==> src/rtl/rst_seq_gen.sv <==
// rst_seq_gen: tick-rate prescaler, debounced reset button and staggered,
// strictly ordered release of NUM_RST active-low reset domains.
module rst_seq_gen #(
    parameter int DIV        = 500,
    parameter int FILT_LEN   = 8,
    parameter int HOLD_TICKS = 4,
    parameter int NUM_RST    = 3,
    parameter int STAGGER    = 2
) (
    input  logic               clk,
    input  logic               rstn,
    input  logic               rst_btn_n,
    output logic               tick,
    output logic [NUM_RST-1:0] sysrstn,
    output logic               ready
);

    localparam int CW = $clog2(DIV);
    localparam int HW = (HOLD_TICKS > 1) ? $clog2(HOLD_TICKS) : 1;
    localparam int SW = (STAGGER > 1) ? $clog2(STAGGER) : 1;

    localparam logic [CW-1:0] CNT_LAST  = CW'(DIV - 1);
    localparam logic [CW-1:0] CNT_ONE   = CW'(1);
    localparam logic [HW-1:0] HOLD_LAST = HW'(HOLD_TICKS - 1);
    localparam logic [HW-1:0] HOLD_ONE  = HW'(1);
    localparam logic [SW-1:0] STAG_LAST = SW'(STAGGER - 1);
    localparam logic [SW-1:0] STAG_ONE  = SW'(1);

    typedef enum logic [1:0] {
        ST_ASSERT  = 2'd0,
        ST_HOLD    = 2'd1,
        ST_RELEASE = 2'd2,
        ST_RUN     = 2'd3
    } state_t;

    logic [1:0]          sync_r;
    logic                btn_s;
    logic [CW-1:0]       cnt_r;
    logic                tick_r;
    logic [FILT_LEN-1:0] flt_r;
    logic [FILT_LEN-1:0] flt_next_s;
    logic                btn_ok_s;
    state_t              state_r;
    logic [HW-1:0]       hold_cnt_r;
    logic [SW-1:0]       stag_cnt_r;
    logic [NUM_RST-1:0]  sysrstn_r;
    logic [NUM_RST-1:0]  rel_next_s;
    logic                ready_r;

    assign btn_s      = sync_r[1];
    assign flt_next_s = FILT_LEN'({flt_r, btn_s});
    assign btn_ok_s   = &flt_r;
    // Released domains form a thermometer code, so shifting in a 1 frees the next index.
    assign rel_next_s = NUM_RST'({sysrstn_r, 1'b1});

    assign tick    = tick_r;
    assign sysrstn = sysrstn_r;
    assign ready   = ready_r;

    // Two-stage synchroniser for the raw button.
    always_ff @(posedge clk or negedge rstn) begin
        if (!rstn) begin
            sync_r <= 2'b00;
        end else begin
            sync_r <= {sync_r[0], rst_btn_n};
        end
    end

    // Prescaler: free-running 0..DIV-1 counter, tick registered one cycle after the wrap value.
    always_ff @(posedge clk or negedge rstn) begin
        if (!rstn) begin
            cnt_r  <= {CW{1'b0}};
            tick_r <= 1'b0;
        end else begin
            tick_r <= (cnt_r == CNT_LAST);
            if (cnt_r == CNT_LAST) begin
                cnt_r <= {CW{1'b0}};
            end else begin
                cnt_r <= cnt_r + CNT_ONE;
            end
        end
    end

    // Button filter: one sample per tick; release needs FILT_LEN consecutive highs.
    always_ff @(posedge clk or negedge rstn) begin
        if (!rstn) begin
            flt_r <= {FILT_LEN{1'b0}};
        end else if (tick_r) begin
            flt_r <= flt_next_s;
        end else begin
            flt_r <= flt_r;
        end
    end

    // Sequencer: hold all domains, then release them one per STAGGER ticks; abort wins.
    always_ff @(posedge clk or negedge rstn) begin
        if (!rstn) begin
            state_r    <= ST_ASSERT;
            hold_cnt_r <= {HW{1'b0}};
            stag_cnt_r <= {SW{1'b0}};
            sysrstn_r  <= {NUM_RST{1'b0}};
            ready_r    <= 1'b0;
        end else if ((state_r != ST_ASSERT) && !btn_ok_s) begin
            state_r    <= ST_ASSERT;
            hold_cnt_r <= {HW{1'b0}};
            stag_cnt_r <= {SW{1'b0}};
            sysrstn_r  <= {NUM_RST{1'b0}};
            ready_r    <= 1'b0;
        end else begin
            case (state_r)
                ST_ASSERT: begin
                    if (btn_ok_s) begin
                        state_r    <= ST_HOLD;
                        hold_cnt_r <= {HW{1'b0}};
                    end else begin
                        state_r <= ST_ASSERT;
                    end
                end
                ST_HOLD: begin
                    if (tick_r) begin
                        if (hold_cnt_r == HOLD_LAST) begin
                            sysrstn_r  <= rel_next_s;
                            ready_r    <= &rel_next_s;
                            stag_cnt_r <= {SW{1'b0}};
                            state_r    <= (&rel_next_s) ? ST_RUN : ST_RELEASE;
                        end else begin
                            hold_cnt_r <= hold_cnt_r + HOLD_ONE;
                        end
                    end else begin
                        state_r <= ST_HOLD;
                    end
                end
                ST_RELEASE: begin
                    if (tick_r) begin
                        if (stag_cnt_r == STAG_LAST) begin
                            sysrstn_r  <= rel_next_s;
                            ready_r    <= &rel_next_s;
                            stag_cnt_r <= {SW{1'b0}};
                            state_r    <= (&rel_next_s) ? ST_RUN : ST_RELEASE;
                        end else begin
                            stag_cnt_r <= stag_cnt_r + STAG_ONE;
                        end
                    end else begin
                        state_r <= ST_RELEASE;
                    end
                end
                ST_RUN: begin
                    state_r <= ST_RUN;
                end
                default: begin
                    state_r    <= ST_ASSERT;
                    hold_cnt_r <= {HW{1'b0}};
                    stag_cnt_r <= {SW{1'b0}};
                    sysrstn_r  <= {NUM_RST{1'b0}};
                    ready_r    <= 1'b0;
                end
            endcase
        end
    end

endmodule

==> config.mk <==
export PLATFORM = sky130hd
export DESIGN_NAME = rst_seq_gen
export DESIGN_NICKNAME = d
export VERILOG_FILES = /design/src/rtl/rst_seq_gen.sv
export SDC_FILE = /design/constraint.sdc
export NUM_CORES = 1
export LEC_CHECK = 0
export ABC_AREA = 1
export BUFFER_PORTS_ARGS = -buffer_cell sky130_fd_sc_hd__clkbuf_2
export CORE_ASPECT_RATIO = 1.4
export CORE_MARGIN = 2
export CORE_UTILIZATION = 44
export CTS_CLUSTER_DIAMETER = 30
export DETAILED_ROUTE_END_ITERATION = 12
export PLACE_DENSITY = 0.59
export SLEW_MARGIN = 0
export SYNTH_ARGS = -nofsm -noshare
export SYNTH_HDL_FRONTEND = slang
export SYNTH_SLANG_ARGS = --single-unit
==> constraint.sdc <==
create_clock -name clk -period 1.1 [get_ports clk]
set_input_delay 0.055 -clock clk [delete_from_list [all_inputs] [get_ports clk]]
set_output_delay 0.055 -clock clk [all_outputs]
set_load 0.02 [all_outputs]
==> flow_summary.yaml, run 1 <==
logic_synthesis:
  synth_edf_count: 0
  synth_most_common_cell: "nand2_1"
  synth.area.mux_share_pct: 0
  async_reset_ff_share_pct: 100
  synth_xor_area_share_pct: 1.28
  ys_top_cells_by_count: "42 x nand2_1, 29 x dfrtp_1, 14 x nor2_1, 12 x inv_1, 9 x nand3_1"
  ys_types: 24
  avgSynthCellArea_um2: 8.62
  ys_seq_area_share_pct: 53.0
  synth_top_area_share_pct: 53.0
  synth-compound-area-share_pct: 8.13
  yosysWarnings: 0
  synth_fa_ha_area_share_pct: 1.83
  syn_inst: 159
  ys_ff_latch: 29
  yosysTopAreaCell: "dfrtp_1"
  synth.cell_area_um2: 1370
  synth_top_family_by_area: "simple AND/OR/NAND/NOR gates"
  synth_flop_cell: "dfrtp_1"
  syn_nets: 164
  synthTopCellsByArea: "dfrtp_1 53%, nand2_1 12%, nor2_1 3.8%"
  synthSimpleGateAreaFrac_pct: 30.5
global_route:
  grtUsageMet2_pct: 33.2
  antenna_found_initial: 0
  grt_pass1_vias: 1241
  grt_use_met1_pct: 20.2
  grt_max_degree: 17
  use_met3_pct: 7.05
  overflow: 0
  grt-busiest-layer: "met2"
  grt_pass1_wl_mm: 5.10
  grt_usage_pct: 19.2
flow_run:
  drv_cap: 0
floorplan:
  num_rows: 24
  die_area_um2: 3580
  core_area_um2: 3030
  die_h_um: 70.0
  io_pins: 8
  start_util_pct: 45.2
  die_x_um: 51.2
setup_path:
  cp-start-kind: "flop"
  arrival_ps: 1370
  crit_type: "reg -> reg"
  crit_path_end_kind: "flop"
  worstPathMaxFanout: 5
  regToRegSetupSlack_ps: -100
  crit_required_ps: 1270
finish:
  fin_util_pct: 66.7
  drive_gt1_share_pct: 47.8
  final_cells: 246
  fill_cells: 244
  final_nets: 211
  diodes: 0
  areaGrowthSynthToFinish_pct: 47.7
sta:
  report.final.slew_viol_count: 0
  fin_ws_ps: -102
  timing.final.crit_share_pct: 109
  slew-limit-headroom_pct: 72.1
  rsz0062_at_grt: "true"
  final_hold_viol_count: 0
  finalSetupViolCount: 18
  worst_slew_pin_slew_ps: 419
  finClkSkew_ps: 5.41
  fmax_ghz: 0.832
  period_needed_ps: 1200
route:
  wl_per_cell_um: 12.2
  routed_wl_mm: 3.00
  drt_iter0_markers: 12
  routed_via_density: 4.86
  vias: 1196
  drc: 0
  drtPass1Iterations: 4
  ant_nets: 0
clock_tree:
  cts.sinks: 29
  clk_path_buf_depth: 2
  clk_latency_ps: 280
  h-tree-depth: 2
  path_clk_slew_ps: 60
  cts_inserted_buffers: 5
  cts-root-buf: "clkbuf_8"
  cts_tree: "done"
power_and_ir_drop:
  power_w: 0.00194
  power_density_nw_per_um2: 957
  p_leak_nw: 0.964
  ir_drop_mv: 0.869
placement:
  dpl.cell_count: 227
  io_buffers: 7
  place_congestion: 0.853
  hpwl_mm: 2.01
outcome:
  status: "finished, violations left"
  failed_checks: "setup timing"
min_path:
  hold_class: "in -> async"
==> kinds of logic after synthesis <==
group,after synthesis
AO/OA/AOI/OAI,22
XOR/XNOR,2
adder cells (fa/ha/maj),2
buffers and inverters,19
flip-flops,29
AND/OR/NAND/NOR,85
==> worst max-delay path: stages (launching register included) <==
cell and delay, ps:
dfrtp_2 430, inv_4 60, buf_12 130, nand2_8 80, nand2_4 70, nand2_4 100
nand3_4 100, nand2_1 70, nand2_1 50
==> sequential cells by signal (all words and copies together) (netlist names) <==
register and flops:
hold_cnt_r 2, ready 1, sync_r 2, state_r 2
cnt_r 9, stag_cnt_r 1, flt_r 8, tick 1
sysrstn 3
==> routing by layer <==
layer	vias up	share of wire [%]	routed length [µm]
met3	5	3.0	91
met1	571	39	1160
met5	-	0	0
met2	17	57	1710
li1	603	-	-
met4	0	1.4	42
==> cells in the final DEF (no fill, tap or decap), drive strengths merged, types with 2 or more instances in the layout <==
cell         Yosys  final
nand2           48     48
buf              0     33
dfrtp           29     29
nor2            19     19
inv             17     17
clkbuf           1     14
o21ai           13     13
nand3           11     11
a21oi            8      8
nand4            4      4
dlygate4sd3      0      2
ha               2      2
==> area by class of cell <==
class	instances	area [µm²]	area share [%]
Timing Repair Buffer	41	338	16.7
Inverter	18	77.6	3.83
Multi-Input combinational cell	111	751	37.1
Clock buffer	8	80.1	3.96
Tap cell	39	48.8	2.41
Sequential cell	29	728	36.0
==> final timing paths <==
check	startpoint	end	cells after the start
setup / recovery	state_r[0]	sysrstn[0]	8
hold / removal	rstn	hold_cnt_r[0]	2
setup reg to reg	state_r[0]	sysrstn[0]	8
hold reg to reg	sync_r[0]	sync_r[1]	0
max in group asynchronous	rstn	tick	3
min in group clk	sync_r[0]	sync_r[1]	0
==> metrics by stage <==
stage	setup TNS (ps)	area (µm²)	hold WS [ps]	setup WS, ps
floorplan	-55.8	1390	-241	-55.6
global placement	-872	1660	2.60	-83.9
detailed placement	-1410	1660	2.79	-121
CTS	-1320	1880	243	-112
global route	-2320	2020	266	-172
finish	-1000	2020	245	-102
==> where the power goes <==
group          leakage, nW  internal [W]  total (W)  switching, W
sequential           0.383       0.00107    0.00107   0.000000820
clock               0.0395      0.000448   0.000827      0.000379
combinational        0.541     0.0000140  0.0000375     0.0000234
total                0.964       0.00153    0.00194      0.000403
==> what timing repair did <==
action                     CTS  global route
gates resized for setup     19            29
pin swaps                   22             9
setup endpoints to repair   18            19
hold endpoints to repair    14             0
hold buffers                 2             0
buffers inserted             7             2
Note: power is estimated with default switching activity, not from simulation.
==> inputs of run 2 (changes only) <==
- PLACE_DENSITY: 0.59 -> 0.57
- clock period: 1.1 -> 1.15 ns (I/O delays scaled with it)
==> run 2 against run 1 <==
Net effect: the flow still finishes with violations (setup timing); hold slack gained 14 ps; clock skew fell by 0.75 ps; non-clock buffer count down 9; cell count shrank 4.1%.
==> flow_summary.yaml, run 2 (same netlist as run 1, synthesis figures left out) <==
outcome:
  status: "finished, violations left"
  failed_checks: "setup timing"
floorplan:
  num_rows: 24
  die_x_um: 51.2
  io_pins: 8
  start_util_pct: 45.2
  die_h_um: 70.0
  core_area_um2: 3030
  die_area_um2: 3580
power_and_ir_drop:
  clkPwrFrac_pct: 44.3
  pwr-share-seq_pct: 53.9
  switching_share_pct: 20.5
  power_w: 0.00190
  switchingPower_w: 0.000390
  p_int_w: 0.00151
  power_frac_comb_pct: 1.8
  power_density_nw_per_um2: 1000
  p_leak_nw: 0.910
  ir_drop_mv: 0.817
route:
  routed_wl_mm: 3.01
  drc: 0
  drtPass1Iterations: 4
  drt_iter0_markers: 35
  vias: 1191
  routed_via_density: 5.05
  wl_per_cell_um: 12.7
  ant_nets: 0
sta:
  timing.final.crit_share_pct: 105
  worst_slew_pin_slew_ps: 223
  slew-limit-headroom_pct: 85.1
  period_needed_ps: 1210
  finalSetupViolCount: 13
  fmax_ghz: 0.824
  tns_ps: -339
  finClkSkew_ps: 4.66
  report.final.slew_viol_count: 0
  final_hold_viol_count: 0
  rsz0062_at_grt: "true"
  fin_ws_ps: -62.9
setup_path:
  arrival_ps: 1380
  crit_path_end_kind: "flop"
  setup.worst_path.end: "cnt_r[6]"
  rr_worst_depth: 7
  r2r_end: "cnt_r[6]"
  regToRegSetupSlack_ps: -60
  cp-start-kind: "flop"
  r2r-start: "cnt_r[1]"
  crit_required_ps: 1320
  worstPathMaxFanout: 4
  crit_type: "reg -> reg"
  startpoint: "cnt_r[1]"
finish:
  areaGrowthSynthToFinish_pct: 38.3
  largest_register: "cnt_r"
  diodes: 0
  final_nets: 202
  layout_commonest_cell: "nand2_1"
  final_cells: 236
  final_cell_mix: "30 x nand2_1, 27 x dfrtp_1, 21 x buf_4"
  final_cell_area_um2: 1890
  drive_gt1_share_pct: 42.1
  largest_register_ff_count: 9
global_route:
  grt_pass1_wl_mm: 4.96
  overflow: 0
  antenna_found_initial: 0
  grt_pass1_vias: 1210
  grt_max_degree: 30
  grt_usage_pct: 18.6
placement:
  place_congestion: 0.744
  place_area_um2: 1590
  io_buffers: 7
  dpl.cell_count: 219
  preCtsSetupSlack_ps: -112
  hpwl_mm: 1.94
flow_run:
  drv_cap: 0
clock_tree:
  clk_latency_ps: 280
  cts-root-buf: "clkbuf_8"
  cts.sinks: 29
  clk_path_buf_depth: 2
  path_clk_slew_ps: 60
  h-tree-depth: 2
  cts_inserted_buffers: 5
  cts_tree: "done"
min_path:
  hold_class: "in -> async"
## run 2: metrics by stage
stage	hold slack [ps]	util [%]
floorplan	-238	-
global placement	22.0	52.3
detailed placement	20.5	52.3
CTS	269	58.8
global route	284	62.5
finish	259	62.5
## run 2: how the worst min path moves through the flow
stage                     start    endpoint  slack (ps)  cells after the start
after CTS                  rstn  state_r[0]         270                      3
after detailed placement   rstn  state_r[0]          20                      2
after global routing       rstn    flt_r[7]         280                      3
after floorplan            rstn    cnt_r[0]        -240                      0
final                      rstn  state_r[1]         260                      3
after global placement     rstn  state_r[0]          20                      2
## run 2: repair_timing
| item | in CTS | in global routing |
|---|---|---|
| gates resized for setup | 15 | 21 |
| hold endpoints to repair | 30 | 0 |
| hold buffers | 2 | 0 |
| setup endpoints to repair | 16 | 18 |
| pin swaps | 21 | 15 |
| setup buffers | 4 | 4 |
## run 2: critical path, cell delays in order (launching register included)
cell and delay, ps:
dfrtp_1 390, ha_4 170, nand2_4 60, nor2_4 140, and3_4 200, nand2_2 50, nand2_2 50, nor2_2 40
## run 2: layout make-up
type,count,area [µm²]
inverters,18,75.1
repair buffers,32,244
multi-input cells,111,712
clock buffers,7,86.3
fillers,252,1140
well taps,39,48.8
flip-flops and latches,29,728
## run 2: layer usage
metal	track usage (%)	wire length (µm)	vias to the layer above
li1	-	-	585
met1	19.4	1150	590
met2	33.0	1720	9
met3	5.13	72	7
met4	9.31	67	0
met5	0	0	-
## run 2: power by group through the flow
stage               Combinational, W  Clock [W]  Sequential [W]
global route               0.0000408   0.000909         0.00102
finish                     0.0000350   0.000842         0.00102
CTS                        0.0000369   0.000866         0.00102
floorplan             0.000000000224          0         0.00104
detailed placement         0.0000316          0         0.00104
global placement           0.0000318          0         0.00104
==> inputs of run 3 (changes only) <==
- ABC_AREA: 1 -> not set
- CORE_MARGIN: 2 -> 3
==> run 3 against run 2 <==
Net effect: the run still ends with setup timing left; first-iteration DRC count is 29% lower; critical path depth is 1 lower; fmax is 11% lower; critical path type unchanged; hold slack better by 58 ps.
==> flow_summary.yaml, run 3 <==
outcome:
  status: "finished, violations left"
  failed_checks: "setup timing"
floorplan:
  num_rows: 23
  die_area_um2: 3720
  die_h_um: 71.0
  die_x_um: 52.4
  core_area_um2: 2880
  io_pins: 8
  start_util_pct: 46.2
global_route:
  grt_max_degree: 30
  overflow: 0
  grt_pass1_vias: 1013
  antenna_found_initial: 0
  grt_usage_pct: 16.2
  grt_pass1_wl_mm: 4.43
setup_path:
  crit_buf_inv: 1
  worstPathMaxFanout: 4
  cpPeakStageDelay_ps: 420
  crit_required_ps: 1310
  crit_path_end_kind: "flop"
  crit_type: "reg -> reg"
  arrival_ps: 1530
  cp_top_family: "flip-flops"
  cp_cell_sequence: "ha_4 -> buf_4 -> nand3b_1 -> a21boi_2 -> and2_4 -> a32o_1"
  cp_slowest_cell: "dfrtp_1"
  cp-start-kind: "flop"
logic_synthesis:
  avgSynthCellArea_um2: 11.8
  syn_inst: 113
  synthTopCellsByArea: "dfrtp_1 55%, mux2_2 6.8%, nor2_1 3.7%"
  yosysWarnings: 0
  synth_top_area_share_pct: 54.6
  synth_edf_count: 0
  synth_flop_cell: "dfrtp_1"
  async_reset_ff_share_pct: 100
  ys_types: 36
  yosysTopAreaCell: "dfrtp_1"
  synth.cell_area_um2: 1330
  ys_top_cells_by_count: "29 x dfrtp_1, 13 x nor2_1, 8 x mux2_2, 8 x nand2_1, 6 x nand2b_1"
  synth_most_common_cell: "dfrtp_1"
  ys_seq_area_share_pct: 54.6
  syn_nets: 118
  ys_ff_latch: 29
route:
  vias: 998
  routed_via_density: 5.20
  routed_wl_mm: 2.58
  wl_met1_mm: 1.02
  ant_nets: 0
  wl_met2_mm: 1.44
  wl_met3_um: 83
  top_layer: "met4"
  wl_per_cell_um: 13.4
  drtPass1Iterations: 4
  drt_iter0_markers: 25
  drc: 0
clock_tree:
  path_clk_slew_ps: 60
  cts.sinks: 29
  clk_latency_ps: 270
  h-tree-depth: 2
  cts_tree: "done"
  cts-root-buf: "clkbuf_8"
  clk_path_buf_depth: 2
  cts_inserted_buffers: 5
placement:
  place_congestion: 0.769
  io_buffers: 7
  hpwl_mm: 1.80
  preCtsSetupSlack_ps: -218
sta:
  slew-limit-headroom_pct: 75.6
  final_hold_viol_count: 0
  finClkSkew_ps: 3.28
  tns_ps: -2250
  fin_ws_ps: -219
  period_needed_ps: 1370
  fmax_ghz: 0.730
  report.final.slew_viol_count: 0
  rsz0062_at_grt: "true"
  finalSetupViolCount: 16
  timing.final.crit_share_pct: 119
  worst_slew_pin_slew_ps: 365
finish:
  fin_util_pct: 63.1
  largest_register_ff_count: 9
  final_cell_mix: "28 x dfrtp_1, 25 x buf_4, 8 x nor2_1, 8 x mux2_2"
  seqCellArea_um2: 727
  layout_commonest_cell: "dfrtp_1"
  multi_input_area_um2: 666
  fill_cells: 243
  diodes: 0
  largest_register: "cnt_r"
  drive_gt1_share_pct: 48.4
  final_nets: 160
  areaGrowthSynthToFinish_pct: 36.7
power_and_ir_drop:
  ir_drop_mv: 0.975
  power_density_nw_per_um2: 1030
  p_leak_nw: 0.830
min_path:
  hold_class: "in -> async"
flow_run:
  drv_cap: 0
[run 3: changes by cell type after synthesis, sizes merged, moves of 6 or more]
cell	before	now
o21ai	13	4
nor2	19	13
mux2	0	8
nand3	11	3
a21oi	8	2
nand2	48	8
nand2b	0	6
inv	17	1
[run 3: layer usage]
layer	track usage, %	up-vias
li1	-	483
met1	17.5	499
met2	27.8	11
met3	5.68	5
met4	6.82	0
met5	0	-
[run 3: cells by family (layout without fill, tap and decap cells)]
group                    after synthesis  count (layout)  synth area share (%)
multiplexers                           8               8                  6.78
buffers and inverters                  4              46                  2.35
AND/OR/NAND/NOR                       44              44                  18.6
flip-flops                            29              29                  54.6
XOR/XNOR                               6               6                  3.96
AO/OA/AOI/OAI                         20              20                  11.8
adder cells (fa/ha/maj)                2               2                  1.88
[run 3: path summary, 6_finish.rpt]
path	slack, ps	depth (start not counted)	startpoint	to
max reg2reg	-220	6	hold_cnt_r[1]	ready
max in group asynchronous	530	3	rstn	tick
min	320	3	rstn	sysrstn[1]
min reg2reg	360	0	sync_r[0]	sync_r[1]
max	-220	6	hold_cnt_r[1]	ready
min in group clk	360	0	sync_r[0]	sync_r[1]
[run 3: worst min-delay path: stages]
cell and delay, ps:
dlygate4sd3_1 520, clkbuf_2 100, buf_4 320
[run 3: report_power, final]
| part | total [W] | internal, W | switching [W] |
|---|---|---|---|
| clock network | 0.000820 | 0.000473 | 0.000347 |
| logic | 0.0000293 | 0.00000904 | 0.0000203 |
| registers | 0.00103 | 0.00102 | 0.00000118 |
[run 3: per-stage QoR]
stage               power [W]  hold WS, ps  instances  area [µm²]
CTS                   0.00192          330        190        1760
detailed placement    0.00107         90.5        180        1630
global placement      0.00107         82.4        180        1630
finish                0.00188          318        192        1820
floorplan             0.00104         -238        113        1380
global route          0.00195          364        192        1820
[run 3: layout make-up]
class,count,area share [%]
repair buffers,38,15.8
clock buffers,7,4.75
well taps,37,2.55
inverters,1,0.207
multi-input cells,80,36.6
flip-flops and latches,29,40.0
[run 3: what timing repair did]
item / in CTS / in global routing
cloned: 0 / 0
gates resized for setup: 10 / 12
setup endpoints to repair: 16 / 24
pin swaps: 5 / 12
hold endpoints to repair: 30 / 0
hold buffers: 2 / 0
buffers inserted: 1 / 2
